### src/rtl/lda_sched_pkg.sv
// Shared definitions for the line-drawer scheduler: FSM state encoding and
// default geometry / timeout constants.
package lda_sched_pkg;

    localparam int DEF_NUM_REQ = 4;
    localparam int DEF_X_W     = 9;
    localparam int DEF_Y_W     = 8;
    localparam int DEF_C_W     = 3;
    localparam int DEF_TIMEOUT = 200000;

    typedef enum logic [1:0] {
        S_IDLE  = 2'd0,
        S_START = 2'd1,
        S_BUSY  = 2'd2,
        S_ACK   = 2'd3
    } state_t;

endpackage

### src/rtl/lda_scheduler_rr_arbiter.sv
// Round-robin requester selection. Searches upward from the slot after the
// previous owner, wrapping, and reports the first active requester found.
module rr_arbiter #(
    parameter int NUM_REQ = 4,
    parameter int ID_W    = 2
) (
    input  logic [NUM_REQ-1:0] req,
    input  logic [ID_W-1:0]    last_grant,
    output logic               valid,
    output logic [ID_W-1:0]    index
);

    // First active requester at distance 1..NUM_REQ from the previous owner.
    always_comb begin
        // NOTE: outputs get defaults before the loop so no path leaves them unassigned, which would infer a latch.
        valid = 1'b0;
        index = '0;
        for (int k = 1; k <= NUM_REQ; k++) begin
            if (!valid && req[ID_W'((int'(last_grant) + k) % NUM_REQ)]) begin
                valid = 1'b1;
                index = ID_W'((int'(last_grant) + k) % NUM_REQ);
            end
        end
    end

endmodule

### src/rtl/lda_scheduler.sv
// Shares one line drawer between several requesters. A round-robin winner's
// line parameters are latched, the drawer is started, and completion (or a
// timeout) is reported back to the owner as a one-hot ack.
module lda_scheduler
    import lda_sched_pkg::*;
#(
    parameter int NUM_REQ = DEF_NUM_REQ,
    parameter int X_W     = DEF_X_W,
    parameter int Y_W     = DEF_Y_W,
    parameter int C_W     = DEF_C_W,
    parameter int TIMEOUT = DEF_TIMEOUT
) (
    input  logic                       i_clk,
    input  logic                       i_reset,
    input  logic [NUM_REQ-1:0]         i_req,
    input  logic [NUM_REQ*X_W-1:0]     i_x0,
    input  logic [NUM_REQ*X_W-1:0]     i_x1,
    input  logic [NUM_REQ*Y_W-1:0]     i_y0,
    input  logic [NUM_REQ*Y_W-1:0]     i_y1,
    input  logic [NUM_REQ*C_W-1:0]     i_color,
    output logic [NUM_REQ-1:0]         o_ack,
    output logic                       o_err,
    output logic                       o_busy,
    output logic [$clog2(NUM_REQ)-1:0] o_grant_id,
    output logic                       o_lda_start,
    output logic [X_W-1:0]             o_x0,
    output logic [X_W-1:0]             o_x1,
    output logic [Y_W-1:0]             o_y0,
    output logic [Y_W-1:0]             o_y1,
    output logic [C_W-1:0]             o_color,
    input  logic                       i_lda_done
);

    localparam int ID_W  = $clog2(NUM_REQ);
    localparam int CNT_W = (TIMEOUT > 1) ? $clog2(TIMEOUT) : 1;
    localparam logic [CNT_W-1:0] CNT_LAST = CNT_W'(TIMEOUT - 1);

    state_t             state;
    logic [ID_W-1:0]    last_grant;
    logic [CNT_W-1:0]   cnt;
    logic               err;
    logic               arb_valid;
    logic [ID_W-1:0]    arb_index;

    rr_arbiter #(
        .NUM_REQ (NUM_REQ),
        .ID_W    (ID_W)
    ) u_arb (
        .req        (i_req),
        .last_grant (last_grant),
        .valid      (arb_valid),
        .index      (arb_index)
    );

    // Scheduler FSM; every output is a register updated alongside the state.
    always_ff @(posedge i_clk or posedge i_reset) begin
        if (i_reset) begin
            state       <= S_IDLE;
            last_grant  <= ID_W'(NUM_REQ - 1);
            cnt         <= '0;
            err         <= 1'b0;
            o_ack       <= '0;
            o_err       <= 1'b0;
            o_busy      <= 1'b0;
            o_grant_id  <= '0;
            o_lda_start <= 1'b0;
            o_x0        <= '0;
            o_x1        <= '0;
            o_y0        <= '0;
            o_y1        <= '0;
            o_color     <= '0;
        end else begin
            // NOTE: non-blocking assignments so every register sees pre-edge values regardless of statement order.
            o_lda_start <= 1'b0;
            o_ack       <= '0;
            o_err       <= 1'b0;
            case (state)
                S_IDLE: begin
                    if (arb_valid) begin
                        o_grant_id  <= arb_index;
                        o_x0        <= i_x0[int'(arb_index)*X_W +: X_W];
                        o_x1        <= i_x1[int'(arb_index)*X_W +: X_W];
                        o_y0        <= i_y0[int'(arb_index)*Y_W +: Y_W];
                        o_y1        <= i_y1[int'(arb_index)*Y_W +: Y_W];
                        o_color     <= i_color[int'(arb_index)*C_W +: C_W];
                        o_lda_start <= 1'b1;
                        o_busy      <= 1'b1;
                        state       <= S_START;
                    end
                end
                S_START: begin
                    cnt   <= '0;
                    err   <= 1'b0;
                    state <= S_BUSY;
                end
                S_BUSY: begin
                    // Done takes precedence over a timeout on the same cycle.
                    if (i_lda_done) begin
                        err   <= 1'b0;
                        o_err <= 1'b0;
                        o_ack <= NUM_REQ'(1) << o_grant_id;
                        state <= S_ACK;
                    end else if (cnt == CNT_LAST) begin
                        err   <= 1'b1;
                        o_err <= 1'b1;
                        o_ack <= NUM_REQ'(1) << o_grant_id;
                        state <= S_ACK;
                    end else if (cnt != '1) begin
                        cnt <= cnt + 1'b1;
                    end
                end
                S_ACK: begin
                    last_grant <= o_grant_id;
                    o_busy     <= 1'b0;
                    state      <= S_IDLE;
                end
                default: state <= S_IDLE;
            endcase
        end
    end

endmodule

### config.mk
export PLATFORM = sky130hd
export DESIGN_NAME = lda_scheduler
export DESIGN_NICKNAME = d
export VERILOG_FILES = /design/src/rtl/lda_sched_pkg.sv /design/src/rtl/lda_scheduler_rr_arbiter.sv /design/src/rtl/lda_scheduler.sv
export SDC_FILE = /design/constraint.sdc
export NUM_CORES = 1
export LEC_CHECK = 0
export CELL_PAD_IN_SITES_DETAIL_PLACEMENT = 0
export CELL_PAD_IN_SITES_GLOBAL_PLACEMENT = 1
export CORE_MARGIN = 1.5
export CORE_UTILIZATION = 27
export CTS_CLUSTER_SIZE = 20
export DETAILED_ROUTE_END_ITERATION = 12
export GPL_TIMING_DRIVEN = 0
export HOLD_SLACK_MARGIN = 0.12
export PLACE_DENSITY_LB_ADDON = 0.1
export REMOVE_ABC_BUFFERS = 1
export SYNTH_ARGS = -nofsm -noshare
export SYNTH_HDL_FRONTEND = slang
export SYNTH_SLANG_ARGS = --single-unit
### constraint.sdc
create_clock -name i_clk -period 2.6 [get_ports i_clk]
set_input_delay 0.78 -clock i_clk [delete_from_list [all_inputs] [get_ports i_clk]]
set_output_delay 0.78 -clock i_clk [all_outputs]
set_load 0.01 [all_outputs]
==> summary.md <==
| Metric | Value |
|---|---|
| Largest stage delay on the critical path | `between 0.5 and 0.6 ns` |
| Final hold violation count | `0` |
| Vias after detailed routing | `3871` |
| Cell Area, Synth | `between 4000 and 5000 um2` |
| Area grow syn2layout | `66.45%` |
| Max VDD drop | `0.6069 mV` |
| Global-route met2 utilization | `0.3255` |
| Clock Latency Late Sink | `roughly 0.34 ns` |
| GP Congestion | `0.8049` |
| Port Buf Inserts | `200` |
| Synth unique cells | `48` |
| Maxcap violations | `0` |
| Sequential element share of the synthesized area | `0.4255` |
| Vias per cell | `between 5 and 6` |
| I/O Pins | `201` |
| H-tree depth | `3` |
| Critical Path, Cell by Cell | `clkdlybuf4s50_1, nor4_4, nand2b_4, inv_1, nand2_8, o221ai_1` |
| TritonCTS buffer count | `9` |
| Routed wire length | `between 10000 and 15000 um` |
| First-pass GRT wire length | `22400 um` |
| Mean Syn Cell Area | `10.46 um2` |
| DRC | `0` |
| Status | `finished, final reports clean` |
| Number of synthesized flops with an enable pin | `0` |
| Seq cells post-synth | `just under 70` |
| Share of post-route cells with drive strength above 1 | `0.08390` |
| PD cells | `947.3 nW/um2` |
| Clock-pin slew on the worst setup and hold paths | `0.06 ns` |
| Die X | `124.8 um` |
| Slew @ Worst Pin | `0.7381 ns` |
| Met3 usage | `0.03952` |
| Slew Limit Fails | `0` |
| Non-Filler Instances | `about 770` |
| Inst Count DP | `746` |
| Drt wl/cell | `18.95 um` |
| Kind of critical path | `in2reg` |
| Initial cell density of the core | `0.2756` |
| # fillers | `about 1400` |
| Chip Height | `124.8 um` |
| Fmax | `0.4048 GHz` |
| Crit start category | `input port` |
| Worst path slowest cell | `clkdlybuf4s50_1` |
| GR Util met1 | `0.2181` |
| Slew margin rel. | `0.5069` |
| Hold/Removal Path Class | `reg2reg` |
| Count of TritonRoute iterations in the first routing pass | `6` |
| Period utilization | `0.9501` |
| Final setup viols | `0` |
| Synth Flop Type | `dfrtp_1` |
| Nets | `740` |
| Core box area | `14530 um2` |
| P_leak | `2.845 nW` |
| Gr ovfl total | `0` |
| Full die area | `approximately 16000 um2` |
| Post-DRT Antenna Nets | `0` |
| RSZ-0062 raised after global routing | `false` |
| Syn Inst Count | `383` |
| Most Crowded Layer GR | `met2` |
| CTS root buffer | `clkbuf_16` |
| Post-CTS Hold Buffers | `0` |
| Crit path buf inv count | `2` |
| Final setup TNS | `0 ns` |
| Tmin final | `2.470 ns` |
| Arr. time, crit path | `2.67 ns` |
| Syn. warnings | `0` |
| Iteration-0 DRC Markers | `102` |
| Clock tree sinks | `between 60 and 70` |
| CP max FO | `37` |
| Final Instance Area | `approximately 6700 um2` |
| CTS tree | `done` |
| Post-synthesis async set-or-reset flop share | `1.000` |
| Max clock buf depth | `2` |
| CP endpoint kind | `flip-flop` |
| Worst Path Required | `2.80 ns` |
| Vias in the first global route | `3892` |
| Antenna violations before repair | `1` |
| GRT Total Usage | `0.1876` |
| Hpwl dp | `10410 um` |
| Std cell rows | `44` |
| Post-DP Area | `6212 um2` |
| Clk_skew | `0.004624 ns` |
| Largest net degree at the start of global routing | `48` |
| CP top delay family | `simple AND/OR/NAND/NOR gates` |
[final timing paths]
| check | startpoint | end | slack, ns | depth (start not counted) |
|---|---|---|---|---|
| max | i_req[2] | o_x1[0] | 0.13 | 6 |
| min | o_x0[7] | o_x0[7] | 0.48 | 2 |
| max reg2reg | last_grant[1] | o_y1[5] | 0.28 | 7 |
| min reg2reg | o_x0[7] | o_x0[7] | 0.48 | 2 |
| max in group asynchronous | i_reset | last_grant[1] | 1.22 | 3 |
| min in group asynchronous | i_reset | o_y1[7] | 0.76 | 2 |
[placed cells by master (no fill, tap or decap), types with 6 or more instances in the layout]
| cell | n |
|---|---|
| o221ai_1 | 37 |
| ha_1 | 6 |
| nor2_1 | 6 |
| mux2i_1 | 80 |
| o31ai_1 | 6 |
| nand3_1 | 11 |
| clkbuf_16 | 9 |
| nor3_1 | 7 |
| a21oi_1 | 9 |
| nand2_1 | 55 |
| or4_1 | 8 |
| clkdlybuf4s50_1 | 197 |
| dfrtp_1 | 66 |
| inv_1 | 11 |
[synth_stat cells (4+ instances only)]
library cell  count  area share
nand3_1          11       0.014
nor2_1            6      0.0056
buf_4             4      0.0075
o21ai_0           5      0.0062
buf_6             5       0.014
a21oi_1           9       0.011
clkbuf_1          6      0.0056
nand2_1          56       0.052
inv_1            12       0.011
buf_2            10       0.012
nand4_1           5      0.0078
dfrtp_1          66        0.41
nor3_1            7      0.0087
or4_1             8       0.015
mux2i_1          81        0.20
o31ai_1           6       0.011
ha_1              6       0.019
o221ai_1         37       0.081
[registers in the layout (all words and copies together) (netlist names)]
signal       flops
o_y0             8
o_busy           1
o_grant_id       2
o_ack            4
o_err            1
o_y1             8
o_color          3
o_x1             9
last_grant       2
o_lda_start      1
state            2
o_x0             9
cnt             18
[tightest hold or removal path, cell delays in order, from the launching register on]
cell and delay (ns):
dfrtp_1 0.34, nand2_1 0.05, o221ai_1 0.06
[metrics by stage]
stage,hold slack (ns),setup slack [ns],power [mW],util
3_3_place_gp,0.4706,-2.949,4.728,0.4179
5_1_grt,0.5140,0.04580,6.716,0.4587
3_5_place_dp,0.4739,-0.8878,4.848,0.4274
6_report,0.4818,0.1298,6.315,0.4587
4_1_cts,0.4870,0.02516,6.374,0.4551
2_1_floorplan,0.4642,-0.6448,3.307,-
[cell families after synthesis]
kind of cell    Yosys count  share of synthesized area
buf+inv                  38                    0.05217
simple gates            116                     0.1478
compound gates           69                     0.1396
xor+xnor                  2                   0.004374
fa+ha+maj                 6                    0.01874
mux                      84                     0.2118
flops                    68                     0.4255
[routing by layer]
layer | share of wire | vias up
li1 | - | 1839
met1 | 0.40 | 1875
met2 | 0.51 | 132
met3 | 0.054 | 25
met4 | 0.034 | 0
met5 | 0 | -
[power by group]
group	internal, mW	switching (mW)
logic	1.65	1.55
clock network	0.915	0.481
registers	1.46	0.251
total	4.03	2.28
[cell type report]
| type | instances | area, um2 | share of cell area |
|---|---|---|---|
| Timing Repair Buffer | 210 | 2178 | 0.3268 |
| Clock buffer | 12 | 266.5 | 0.03998 |
| Multi-Input combinational cell | 278 | 2167 | 0.3251 |
| Sequential cell | 68 | 1704 | 0.2556 |
| Tap cell | 184 | 230.2 | 0.03453 |
| Inverter | 12 | 47.55 | 0.007132 |
| Antenna cell | 1 | 2.502 | 0.0003754 |
| Clock inverter | 4 | 70.07 | 0.01051 |
[repair_timing]
action,CTS,global route
resized for setup,8,5
pin swaps,0,1
setup buffers,3,2
endpoints found under the setup margin,38,38
cloned,1,0
(Power assumes the default switching activity.)
